**src/rtl/decrypt_stream_pkg.sv**
```systemverilog
// decrypt_stream_pkg
// Shared constants and helpers for the nibble-Feistel stream cipher. Both the
// encryption block and decrypt_stream import this, so the round function is
// defined once for the two directions.
//   DATA_W / NIB_W / KEY_W : fixed datapath widths
//   EXP_IDX                : source bit of r for each expansion bit e[i]
//   fold_sum               : nibble sum that closes the round function
package decrypt_stream_pkg;

  localparam int DATA_W = 8;
  localparam int NIB_W  = 4;
  localparam int KEY_W  = 8;

  // e = {r[3], r[0], r[1], r[2], r[1], r[3], r[2], r[0]}; entry i is the r bit
  // that feeds e[i], so index 0 is the rightmost element of that list.
  localparam logic [1:0] EXP_IDX [DATA_W] = '{
    2'd0, 2'd2, 2'd3, 2'd1, 2'd2, 2'd1, 2'd0, 2'd3
  };

  // Sum of the two halves of x plus the key LSB; the carry out is dropped by
  // the 4-bit result width.
  function automatic logic [NIB_W-1:0] fold_sum(input logic [DATA_W-1:0] x,
                                                input logic              k0);
    fold_sum = x[DATA_W-1:NIB_W] + x[NIB_W-1:0] + {{(NIB_W-1){1'b0}}, k0};
  endfunction

endpackage

```
**src/rtl/round_f.sv**
```systemverilog
// round_f
// Combinational round function, split into its two halves so a pipeline can
// register x between them.
//   r      in  4 : round input nibble (pass-through low nibble of the byte)
//   k      in  8 : key
//   x      out 8 : expanded nibble XOR key
//   x_held in  8 : an x value, possibly from an earlier cycle, to be folded
//   s      out 4 : fold of x_held; a single-cycle user ties x_held to x
module round_f
  import decrypt_stream_pkg::*;
(
  input  logic [NIB_W-1:0]  r,
  input  logic [KEY_W-1:0]  k,
  output logic [DATA_W-1:0] x,
  input  logic [DATA_W-1:0] x_held,
  output logic [NIB_W-1:0]  s
);

  logic [DATA_W-1:0] e;

  for (genvar i = 0; i < DATA_W; i++) begin : g_expand
    assign e[i] = r[EXP_IDX[i]];
  end

  assign x = e ^ k;

  // k[0] is still the right key bit for x_held because the key cannot change
  // while any byte is inside the pipeline.
  assign s = fold_sum(x_held, k[0]);

endmodule

```
**src/rtl/decrypt_stream.sv**
```systemverilog
// decrypt_stream
// Two-stage valid/ready decryption pipeline with an interlocked key register.
// S1 captures the ciphertext plus x, S2 holds the recovered plaintext and
// drives the output.
//   clock, reset           : rising-edge clock, synchronous active-high reset
//   key_in, key_load       : key value and load request
//   key_busy               : pipeline holds a byte; key loads are ignored
//   in_data/valid/ready    : ciphertext byte handshake
//   out_data/valid/ready   : plaintext byte handshake
//   byte_count             : bytes delivered since reset, wraps at 2^16
module decrypt_stream
  import decrypt_stream_pkg::*;
(
  input  logic              clock,
  input  logic              reset,
  input  logic [KEY_W-1:0]  key_in,
  input  logic              key_load,
  output logic              key_busy,
  input  logic [DATA_W-1:0] in_data,
  input  logic              in_valid,
  output logic              in_ready,
  output logic [DATA_W-1:0] out_data,
  output logic              out_valid,
  input  logic              out_ready,
  output logic [15:0]       byte_count
);

  logic [KEY_W-1:0]  key;
  logic              s1_valid;
  logic [DATA_W-1:0] s1_data;
  logic [DATA_W-1:0] s1_x;
  logic              s2_valid;
  logic [DATA_W-1:0] s2_data;
  logic [15:0]       count;

  logic [DATA_W-1:0] in_x;
  logic [NIB_W-1:0]  s1_s;
  logic              s2_free;
  logic              s1_free;
  logic              in_fire;

  round_f u_round_f (
    .r      (in_data[NIB_W-1:0]),
    .k      (key),
    .x      (in_x),
    .x_held (s1_x),
    .s      (s1_s)
  );

  // A stage may take new contents when it is empty or its contents leave this
  // cycle; out_ready therefore ripples back to in_ready combinationally.
  assign s2_free  = !s2_valid || out_ready;
  assign s1_free  = !s1_valid || s2_free;
  assign in_ready = !key_load && s1_free;
  assign in_fire  = in_valid && in_ready;
  assign key_busy = s1_valid || s2_valid;

  assign out_data   = s2_data;
  assign out_valid  = s2_valid;
  assign byte_count = count;

  always_ff @(posedge clock) begin
    if (reset) begin
      key      <= '0;
      s1_valid <= 1'b0;
      s1_data  <= '0;
      s1_x     <= '0;
      s2_valid <= 1'b0;
      s2_data  <= '0;
      count    <= '0;
    end else begin
      // Only an empty pipeline may change key, so every byte sees one key.
      if (key_load && !key_busy) begin
        key <= key_in;
      end

      if (s1_free) begin
        s1_valid <= in_fire;
        if (in_fire) begin
          s1_data <= in_data;
          s1_x    <= in_x;
        end
      end

      // Data is only rewritten when a real byte moves in, so a stalled or
      // drained output keeps its last value.
      if (s2_free) begin
        s2_valid <= s1_valid;
        if (s1_valid) begin
          s2_data <= {s1_data[DATA_W-1:NIB_W] ^ s1_s, s1_data[NIB_W-1:0]};
        end
      end

      if (s2_valid && out_ready) begin
        count <= count + 16'd1;
      end
    end
  end

endmodule

```
**config.mk**
```make
export PLATFORM = sky130hd
export DESIGN_NAME = decrypt_stream
export DESIGN_NICKNAME = d
export VERILOG_FILES = /design/src/rtl/decrypt_stream_pkg.sv /design/src/rtl/round_f.sv /design/src/rtl/decrypt_stream.sv
export SDC_FILE = /design/constraint.sdc
export NUM_CORES = 1
export LEC_CHECK = 0
export CORE_AREA = 2 2 73 75
export CTS_CLUSTER_SIZE = 8
export DETAILED_ROUTE_END_ITERATION = 6
export DIE_AREA = 0 0 75 77
export PLACE_DENSITY = 0.71
export RECOVER_POWER = 100
export SLEW_MARGIN = 20
export SYNTH_ARGS = -nofsm -noshare
export SYNTH_HDL_FRONTEND = slang
export SYNTH_SLANG_ARGS = --single-unit
```
**constraint.sdc**
```tcl
create_clock -name clock -period 5.3 [get_ports clock]
set_clock_uncertainty 0.15 [all_clocks]
set_input_delay 0.795 -clock clock [delete_from_list [all_inputs] [get_ports clock]]
set_output_delay 0.795 -clock clock [all_outputs]
set_load 0.01 [all_outputs]
```
==> reports/qor.yml <==
status:
  run_status: "finished with violations"
  violations: "max-capacitance violations, max-slew violations"
global_routing:
  grt_max_degree: 51
  grt.overflow.total: 0
  antenna_found_initial: 0
  grtUsageTotal_pct: 15.9
  grt_pass1_vias: 1604
  grt_pass1_wl_microns: 7260
power_and_ir_drop:
  power.total_mw: 0.699
  power.leakage_nw: 1.14
  combPwrFrac_pct: 11.6
  p_sw_mw: 0.161
  seqPwrFrac_pct: 57.0
  p_per_area_mw_per_mm2: 251
  p_clk_share_pct: 31.4
  p_sw_share_pct: 23.1
  internal-power_mw: 0.537
  vdd_drop_max_uv: 198
clock_network:
  clockBufferDepth: 2
  cts.repair.resized: 0
  htreeDepth: 2
  cts_tree: "done"
  postCtsHoldBufs: 0
  clock_sinks: 50
  cts_buffers: 5
  path_clk_slew_ns: 0.08
  cts_root_buf: "clkbuf_8"
  postCtsSetupRepairBufs: 0
  clkLatencyLatePin_ns: 0.29
die:
  coreArea_sq_mm: 0.00498
  floorplan.initialDensity_pct: 43.7
  die-area_sq_mm: 0.00578
  pin_count: 48
  die_y_microns: 77
  die_w_microns: 75
  rows: 26
synthesis:
  yosys_warnings: 0
  synth_xor_area_share_pct: 9.67
  synth_compound_area_share_pct: 8.52
  post_synth_num_cell_types: 35
  ys.flop_type: "dfxtp_1"
  synthArstFlopShare_pct: 0
  synth-edff-count: 0
  synth.net_count: 265
  synthMuxAreaShare_pct: 6.44
  ys_seq_area_share_pct: 46.0
  syn_inst: 239
  synthesis.area_per_instance_sq_um: 9.10
  synth_area_sq_mm: 0.00217
  ys_seq_elements: 50
  synthSimpleGateAreaFrac_pct: 22.0
  synthAdderAreaFrac_pct: 3.57
  synth_top_family_by_area: "simple AND/OR/NAND/NOR gates"
drt:
  drc: 0
  postRouteAntennaNets: 0
  vias_per_cell: 4.86
  drt-wirelength-per-cell_microns: 11.5
  drt_iter0_markers: 56
  first_pass_iters: 4
  num_vias: 1720
  routed_wirelength_microns: 4090
place:
  portBuffers: 47
  gp_congestion: 0.797
  dp_hpwl_microns: 2960
cells_and_area:
  multiInputGateArea_sq_mm: 0.00109
  num_antenna_cells: 0
  seq_area_sq_mm: 0.00100
  final.fill_count: 458
  layout-drive-gt1-share_pct: 5.28
  final_common_cell: "dfxtp_1"
  area_growth_pct: 27.8
  fin_nets: 309
  final_cell_mix: "dfxtp_1 (50), nor2_1 (36), dlygate4sd3_1 (28), nand2_1 (25), clkdlybuf4s50_1 (19)"
timing:
  period_needed_ns: 3.40
  min_period_over_period_pct: 64.2
  whs_ns: 0.309
  grt_setup_unrepaired: "no"
  setup_tns_ns: 0
  final-max-slew-violation-count: 51
  finalHoldViolCount: 0
  slew_headroom_pct: -46.6
  setup_viol: 0
  worstMarginPinSlew_ns: 2.20
  fmax_mhz: 294
setup_path:
  start_kind: "input pin"
  required_ns: 5.33
  crit_family: "buffers and inverters"
  cp-end-kind: "register"
  crit_chain: "dlygate4sd3_1 -> clkbuf_1 -> nor4_1 -> a311o_1"
  path_buf_inv: 2
  slowest_stage: "clkbuf_1"
  critPathKind: "in2reg"
  path_max_fanout: 50
  cp_data_arrival_time_ns: 3.43
  cpPeakStageDelay_ns: 1.58
hold_path:
  hp-class: "reg2reg"
run:
  drv_cap: 1
-- routing by layer --
metal	GRT usage [%]	up-vias	wire, microns
met5	0	-	0
met4	5.18	0	46
met3	3.29	4	122
met2	26.0	31	1870
met1	20.7	790	2040
li1	-	895	-
-- power by group through the flow --
stage	sequential [mW]	combinational, mW	clock, mW
6_report	0.398	0.0811	0.219
5_1_grt	0.401	0.0909	0.244
4_1_cts	0.399	0.0836	0.230
3_5_place_dp	0.407	0.0834	0
3_3_place_gp	0.407	0.0822	0
2_1_floorplan	0.406	0.0516	0
-- Yosys cell counts (all sizes together), types with 3 or more instances --
| master | n | area, sq um |
|---|---|---|
| xor2 | 8 | 70.1 |
| nand3 | 5 | 30.0 |
| clkbuf | 10 | 47.5 |
| nor4 | 4 | 25.0 |
| nor2 | 36 | 135 |
| inv | 7 | 26.3 |
| dfxtp | 50 | 1000 |
| or3 | 6 | 38.8 |
| mux2i | 14 | 140 |
| ha | 3 | 37.5 |
| nor3 | 3 | 15.0 |
| xnor2 | 16 | 140 |
| o21ai | 5 | 25.0 |
| a211oi | 8 | 60.1 |
| nand3b | 3 | 22.5 |
| nand2 | 25 | 93.8 |
| nand4 | 4 | 40.0 |
| a21oi | 18 | 90.1 |
-- metrics by stage --
| step | area (sq um) | setup slack (ns) | util, % | cells |
|---|---|---|---|---|
| after floorplan | 2170 | 3.12 | - | 239 |
| after global placement | 2690 | 1.98 | 54.1 | 346 |
| after detailed placement | 2690 | 2.00 | 54.1 | 346 |
| after CTS | 2780 | 1.98 | 55.9 | 354 |
| after global routing | 2780 | 1.71 | 55.8 | 354 |
| final | 2780 | 1.90 | 55.8 | 354 |
-- sequential cells by signal, indices dropped and copies added, names as in the netlist --
signal	flops
s1_x	8
out_data	8
s1_data	8
out_valid	1
key	8
s1_valid	1
byte_count	16
-- logic make-up after synthesis --
logic type                 after synthesis
AOI/OAI and AO/OA                       32
xor gates and xnor gates                24
adders and majority gates                5
buffers and inverters                   19
DFF                                     50
muxes                                   14
and+or+nand+nor                         95
-- worst paths after layout --
| kind | depth (start not counted) | from | end | slack, ns |
|---|---|---|---|---|
| worst max-delay path | 4 | reset | out_data[7] | 1.90 |
| worst min-delay path | 2 | s1_data[2] | s1_data[2] | 0.31 |
| worst max register to register | 7 | key[0] | out_data[5] | 3.28 |
| worst min register to register | 2 | s1_data[2] | s1_data[2] | 0.31 |
-- tightest hold or removal path, cell delays in order, from the launching register on --
cell,delay (ns)
dfxtp_1,0.32
nand2_1,0.05
a21oi_1,0.05
-- layout make-up --
type,count,share of cell area (%)
clock buffer,7,3.11
clock inverter,1,0.180
inverter,7,0.946
multi-input combinational,170,39.3
sequential,50,36.0
tap,70,3.15
timing repair buffer,49,17.3
Note: power is estimated with default switching activity, not from simulation.
==> RTL edit (config.mk and constraints unchanged) <==
Add an input register stage for `key_in` and `key_load`; this delays them by one clock. The other inputs are not delayed to match.
--- a/src/rtl/decrypt_stream.sv
+++ b/src/rtl/decrypt_stream.sv
@@ -26,4 +26,12 @@
 );
 
+  logic [KEY_W-1:0] key_q;
+  logic key_load_q;
+
+  always_ff @(posedge clock) begin
+    key_q      <= key_in;
+    key_load_q <= key_load;
+  end
+
   logic [KEY_W-1:0]  key;
   logic              s1_valid;
@@ -52,5 +60,5 @@
   assign s2_free  = !s2_valid || out_ready;
   assign s1_free  = !s1_valid || s2_free;
-  assign in_ready = !key_load && s1_free;
+  assign in_ready = !key_load_q && s1_free;
   assign in_fire  = in_valid && in_ready;
   assign key_busy = s1_valid || s2_valid;
@@ -71,6 +79,6 @@
     end else begin
       // Only an empty pipeline may change key, so every byte sees one key.
-      if (key_load && !key_busy) begin
-        key <= key_in;
+      if (key_load_q && !key_busy) begin
+        key <= key_q;
       end
 
Function: changed (Yosys sat finds a counterexample within 4 cycles, from zero or initial values and one cycle with reset high).
==> RTL edit against the unedited design <==
The flow still finishes with violations (capacitance limit, slew limit); total power up 35%; wire length increased by 3.3%; cell area is 10% higher; worst setup slack improved by 0.066 ns; core utilization is 5.6 points higher; worst hold slack got worse by 0.0052 ns; sequential share of layout area rose by 2.6 points; synthesized area up 8.6%; sequential cell count is 9 higher; critical endpoint is now in_ready; largest power group unchanged.
==> RTL edit: results (changes against the unedited design) <==
pwr:
  peakVddDrop_mv: 0.210  # +5.7%
  leakage_nw: 1.30  # +14%
  internal_portion_of_total_power_w: 0.000718  # +34%
cts:
  numCtsBuffers: 9  # +4
  cts-root-buf: "sky130_fd_sc_hd__clkbuf_8"
  worstSkewPairLatency_ns: 0.34  # +0.05 ns
  cts.repair_timing.setup_buffer_count: 0  # unchanged
  cts.htree.levels: 3  # +1
  cts-resized-gates: 0  # unchanged
  ctsLongestPathBuffers: 2  # unchanged
  clk_pin_slew_worst_paths_ns: 0.07
synthesis:
  synth_area_leaders: "sky130_fd_sc_hd__dfxtp_1, sky130_fd_sc_hd__nor2_1, sky130_fd_sc_hd__mux2i_1"
  synth.top_cells.by_count: "sky130_fd_sc_hd__dfxtp_1, sky130_fd_sc_hd__nor2_1, sky130_fd_sc_hd__nand2_1, sky130_fd_sc_hd__a21oi_1, sky130_fd_sc_hd__mux2i_1"
  yosys.cell_types.count: 38  # +8.6%
  syn-num-nets: 273  # +3.0%
  yosys_warnings: 0  # unchanged
  synth-seq-area-share_pct: 50.0  # +4.0 points
placement:
  place_congestion: 0.758  # -4.9%
  preCtsSetupSlack_ns: 2.04  # +0.0409 ns
  post-dp-hpwl_um: 2900  # -2.1%
  io_buffer_count: 47  # unchanged
outcome:
  violated_checks: "capacitance limit, slew limit"
  status: "finished, violations left"
job:
  max_cap_viol_count: 1  # unchanged
cells_and_area:
  largest_register_ffs: 16  # unchanged
  nets: 319  # +3.2%
  final_layout_size_suffix_gt1_share_pct: 7.05  # +1.8 points
route:
  drt_first_pass_iters: 4  # unchanged
  detail_route.iter0.violations: 55  # -1.8%
  detailroute.via_count: 1752  # +1.9%
  totalWireLength_um: 4220  # +3.3%
worst_setup_path:
  critical_path.max_stage_delay_ns: 0.65  # -0.93 ns
  worst-endpoint-arrival_ns: 2.39  # -1.04 ns
  logic_depth_of_the_worst_register_to_register_path: 7  # unchanged
  cp_top_family: "buffers and inverters"
  crit_fanout: 7  # -86%
  critical-path-slowest-cell: "sky130_fd_sc_hd__dlygate4sd3_1"
worst_hold_path:
  holdPathStages: 2  # unchanged
  worst_hold_path_type: "flip-flop to flip-flop"
timing:
  setup_viol: 0  # unchanged
  worst_pin_slew_ns: 2.29  # +0.0870 ns
  report.final.slew_viol_count: 55  # +7.8%
grt:
  groute.usage.overall_pct: 16.5  # +0.59 points
  grt_start_max_net_pins: 55  # +7.8%
  grt_first_pass_wirelength_um: 7270  # about the same
  first_global_vias: 1573  # -1.9%
[RTL edit: routing by layer]
layer  GRT usage [%]  share of wire, %
met5               0                 0
met4            9.11               2.8
met3            4.34               4.2
met2            23.3                43
met1            22.6                50
[RTL edit: kinds of logic (layout without fill, tap and decap cells)]
family	Yosys count	count (layout)	share of synthesized area, %
DFF	59	59	50.0
adders and majority gates	5	5	3.29
and+or+nand+nor	97	97	20.5
AOI/OAI and AO/OA	26	26	6.57
muxes	17	17	7.37
buffers and inverters	19	70	3.39
xor gates and xnor gates	24	24	8.90
[RTL edit: final timing paths]
| path | startpoint | endpoint | slack [ns] |
|---|---|---|---|
| max | out_ready | in_ready | 1.96 |
| min reg2reg | s1_data[0] | s1_data[0] | 0.30 |
| min | s1_data[0] | s1_data[0] | 0.30 |
| max reg2reg | key[0] | out_data[5] | 3.28 |
[RTL edit: final cells by class]
type	instances	area (sq um)
clock buffer	9	124
clock inverter	7	68.8
fill	435	1920
inverter	6	22.5
multi-input combinational	169	1100
sequential	59	1180
tap	70	87.6
timing repair buffer	48	472
[RTL edit: power by group through the flow]
| stage | clock [W] | combinational, W | sequential [W] |
|---|---|---|---|
| floorplan | 0 | 0.0000527 | 0.000480 |
| global placement | 0 | 0.0000819 | 0.000481 |
| detailed placement | 0 | 0.0000835 | 0.000482 |
| CTS | 0.000399 | 0.0000844 | 0.000472 |
| global route | 0.000421 | 0.0000903 | 0.000474 |
| finish | 0.000392 | 0.0000807 | 0.000472 |
[RTL edit: per-stage QoR]
step | power [W] | cell area (sq um) | instances
finish | 0.000944 | 3060 | 368
CTS | 0.000956 | 3060 | 368
floorplan | 0.000533 | 2360 | 247
detailed placement | 0.000565 | 2860 | 352
global placement | 0.000563 | 2860 | 352
global route | 0.000985 | 3060 | 368
